File: config.mk
export PLATFORM = sky130hd
export DESIGN_NAME = caliptra_sync_debounce
export DESIGN_NICKNAME = d
export VERILOG_FILES = /design/src/rtl/caliptra_sync_debounce.sv
export SDC_FILE = /design/constraint.sdc
export NUM_CORES = 1
export LEC_CHECK = 0
export ABC_AREA = 1
export ABC_CLOCK_PERIOD_IN_PS = 2880
export BUFFER_PORTS_ARGS = -buffer_cell sky130_fd_sc_hd__buf_4
export CAP_MARGIN = 20
export CORE_AREA = 2 2 39 41
export DETAILED_ROUTE_END_ITERATION = 7
export DIE_AREA = 0 0 41 43
export PLACE_DENSITY = 0.4
export SLEW_MARGIN = 30
export SYNTH_ARGS = -nofsm -noshare
export SYNTH_HDL_FRONTEND = slang
export SYNTH_SLANG_ARGS = --single-unit
File: constraint.sdc
create_clock -name clk -period 2.88 [get_ports clk]
set_input_delay 0.144 -clock clk [delete_from_list [all_inputs] [get_ports clk]]
set_output_delay 0.144 -clock clk [all_outputs]
set_load 0.01 [all_outputs]
File: src/rtl/caliptra_sync_debounce.sv
`default_nettype none
// ============================================================================
// Module   : caliptra_sync_debounce
// Brief    : Counter-based debounce of a synchronized level, with edge
//            pulses, a sticky change flag and a pending-change indicator.
// Revision : 1.0
// ============================================================================
module caliptra_sync_debounce #(
    parameter int DEBOUNCE_CYCLES = 4,
    parameter bit RST_VAL         = 1'b0
) (
    input  logic clk,
    input  logic rst,
    input  logic din,
    input  logic en,
    input  logic clr_sticky,
    output logic dout,
    output logic rise_pulse,
    output logic fall_pulse,
    output logic event_sticky,
    output logic busy
);

    localparam int              c_CNT_W = ($clog2(DEBOUNCE_CYCLES + 1) < 1) ? 1
                                        : $clog2(DEBOUNCE_CYCLES + 1);
    localparam logic [c_CNT_W-1:0] c_LAST = c_CNT_W'(DEBOUNCE_CYCLES - 1);

    logic               r_dout;
    logic [c_CNT_W-1:0] r_cnt;
    logic               r_rise;
    logic               r_fall;
    logic               r_sticky;

    logic w_diff;
    logic w_accept;

    assign w_diff   = (din != r_dout);
    // The >= guard keeps the counter from ever passing its terminal value.
    assign w_accept = en && w_diff && (r_cnt >= c_LAST);

    always_ff @(posedge clk or posedge rst) begin
        if (rst) begin
            r_dout   <= RST_VAL;
            r_cnt    <= '0;
            r_rise   <= 1'b0;
            r_fall   <= 1'b0;
            r_sticky <= 1'b0;
        end else begin
            r_rise <= w_accept && din;
            r_fall <= w_accept && !din;

            if (!en || !w_diff) begin
                r_cnt <= '0;
            end else if (w_accept) begin
                r_cnt  <= '0;
                r_dout <= din;
            end else begin
                r_cnt <= r_cnt + 1'b1;
            end

            if (w_accept) begin
                r_sticky <= 1'b1;
            end else if (clr_sticky) begin
                r_sticky <= 1'b0;
            end
        end
    end

    assign dout         = r_dout;
    assign rise_pulse   = r_rise;
    assign fall_pulse   = r_fall;
    assign event_sticky = r_sticky;
    assign busy         = en && w_diff;

endmodule
`default_nettype wire

==> out/qor.csv <==
stage,metric,value,unit
synth,synth_most_common_cell,inv_1,
place,placed_area,393,sq um
sta,setup_tns,0,ns
floorplanning,core.rowCount,14,
route,wirelength,535,um
sta,max_freq,0.782,GHz
sta,rsz0062_at_grt,false,
worst_setup_path,r2r_end,event_sticky$_DFFE_PP0P_,
sta,max_slew.worst_pin.slew,0.266,ns
worst_setup_path,crit_arrival,1.40,ns
place,dpl.hpwl,425,um
route,drtIter0Drc,6,
route,viasPerCell,3.75,
sta,hold_viol,0,
place,place_inst,58,
pwr,fin_total_pwr,262,uW
synth,avgSynthCellArea,9.25,sq um
synth,synth_ff_type,dfrtp_1,
clock_network,htreeDepth,1,
sta,fin_ws,1.60,ns
route,drt_pass1_iterations,3,
clock_network,path_clk_slew,0.05,ns
layout,drive_above_1_share,27.7,%
floorplanning,core_region_area,1380,sq um
floorplanning,die_area,1760,sq um
worst_setup_path,start_kind,flop,
pwr,peakVddDrop,0.184,mV
route,antenna_left,0,
run_status,status,finished clean,
place,port_buffers,9,
clock_network,clock_latency,0.25,ns
grt,track_usage,9.03,%
synth,synth_nets,40,
floorplanning,pin_count,10,
synth,synth.distinct_cells,9,
sta,finalCritPeriodShare,44.4,%
min_path,min_from,clr_sticky,
pwr,p_per_area,610,nW/um^2
synth,ys_seq_area_share,57.4,%
grt,grt_pass1_vias,242,
worst_setup_path,cp_data_required_time,3.00,ns
min_path,min_to,event_sticky$_DFFE_PP0P_,
synth,syn_inst,33,
synth,synth_common_cells,"inv_1, dfrtp_1, nand2_1",
clock_network,cts_buffers,3,
clock_network,max-clock-path-buffers,2,
clock_network,cts.root.buffer_cell,clkbuf_4,
worst_setup_path,cp_max_fo,4,
place,place.gp.congestion,0.657,
synth,synth_area,305,sq um
synth,synth_top_area_share,57.4,%
grt,grt_max_degree,8,
pwr,p_leak,0.243,nW
worst_setup_path,path_class,reg -> reg,
synth,synthTopCellsByArea,"dfrtp_1, inv_1, nand2_1",
floorplanning,start_util,22.1,%
route,routed-via-count,236,
sta,final-setup-viol-count,0,
synth,synth_edf_count,0,
synth,synth_top_area_cell,dfrtp_1,
clock_network,cts_tree,yes,
route,drc,0,
min_path,hold_class,in -> reg,
layout,nets,55,
route,avgRoutedWirePerCell,8.49,um
layout,antennaDiodeCount,0,
layout,areaGrowthSynthToFinish,40.6,%
grt,gr-total-overflow,0,
min_path,hold_depth,2,
sta,slew_headroom,82.2,%
clock_network,cts.sinks,7,
synth,synth-seq-cells,7,
worst_setup_path,end_kind,flop,
sta,finalMaxSlewViolations,0,
layout,final_area,429,sq um
worst_setup_path,reg2reg_depth,6,
place,pre_cts_slack,1.61,ns
clock_network,cts_setup_buffers,0,
worst_setup_path,r2r-start,r_cnt[0]$_DFF_PP0_,
sta,fin_skew,0.00206,ns
grt,grt_pass1_wl,1.01,mm
floorplanning,die_y,43,um
layout,layout.cells.non_filler,63,
synth,ys_warn_count,0,
synth,async_flop_share,100,%
layout,nFillCells,153,
sta,min_period,1.28,ns
floorplanning,die-width,41,um
worst_setup_path,r2r_setup_slack,1.60,ns
grt,antenna_found_initial,0,
flow_run,maxCapViolations,0,
==> critical path, cell delays in order (launching register included) <==
cell and delay, ns:
dfrtp_1 0.39, ha_1 0.20, ha_1 0.17, inv_1 0.05, nand3_1 0.13, nand2_1 0.11
o21ai_0 0.09
==> layer usage <==
layer | part of all wire (%) | vias to the layer above | track usage, %
met5 | 0 | - | 0
met4 | 0 | 0 | 8.00
met3 | 5.2 | 0 | 3.14
met2 | 52 | 5 | 11.9
met1 | 43 | 107 | 11.0
li1 | - | 124 | -
==> timing repair <==
| action | in CTS | in global routing |
|---|---|---|
| gates resized for setup | 0 | 0 |
| hold endpoints to repair | 7 | 0 |
| hold buffers | 1 | 0 |
==> cell families after synthesis <==
family	Yosys count	synth area share, %
buffers and inverters	8	9.84
flip-flops	7	57.4
adder cells (fa/ha/maj)	2	8.20
AO/OA/AOI/OAI	1	1.64
AND/OR/NAND/NOR	15	23.0
==> sequential cells by signal (all words and copies together) (netlist names) <==
signal	count
event_sticky	1
r_cnt	3
rise_pulse	1
dout	1
fall_pulse	1
==> stage by stage <==
| step | hold slack [ns] | utilization, % |
|---|---|---|
| floorplan | -0.0526 | - |
| global placement | 0.0946 | 28.4 |
| detailed placement | 0.0990 | 28.4 |
| CTS | 0.0918 | 31.0 |
| global route | 0.0957 | 31.0 |
| finish | 0.0971 | 31.0 |
==> layout make-up <==
type / count / area (sq um) / share of cell area, %
clock buffer: 4 / 26.3 / 6.12
sequential: 7 / 175 / 40.8
inverter: 8 / 30.0 / 7.00
timing repair buffer: 10 / 77.6 / 18.1
multi-input combinational: 18 / 100 / 23.3
tap: 16 / 20.0 / 4.66
==> report_power, final <==
part / switching, mW / internal, mW
Combinational: 0.0289 / 0.0255
Clock: 0.0364 / 0.0529
Sequential: 0.00867 / 0.110
Total: 0.0739 / 0.188
==> worst max-delay path by stage <==
stage | startpoint | end | slack, ns | depth (start not counted)
after floorplan | r_cnt[0]$_DFF_PP0_ | event_sticky$_DFFE_PP0P_ | 1.71 | 6
after global placement | r_cnt[0]$_DFF_PP0_ | dout$_DFFE_PP0P_ | 1.65 | 6
after detailed placement | r_cnt[0]$_DFF_PP0_ | r_cnt[1]$_DFF_PP0_ | 1.61 | 7
after CTS | r_cnt[0]$_DFF_PP0_ | event_sticky$_DFFE_PP0P_ | 1.59 | 6
after global routing | r_cnt[0]$_DFF_PP0_ | r_cnt[1]$_DFF_PP0_ | 1.45 | 7
final | r_cnt[0]$_DFF_PP0_ | event_sticky$_DFFE_PP0P_ | 1.60 | 6
==> cells in the final DEF (no fill, tap or decap) <==
cell and count:
buf_4 9, ha_1 2, nor2_4 1, nand2_1 7
nor2_1 4, o21ai_0 1, nand3_1 2, nand3b_1 1
dlygate4sd3_1 1, inv_1 8, dfrtp_1 7, clkbuf_4 3
clkbuf_1 1
(Power assumes the default switching activity.)
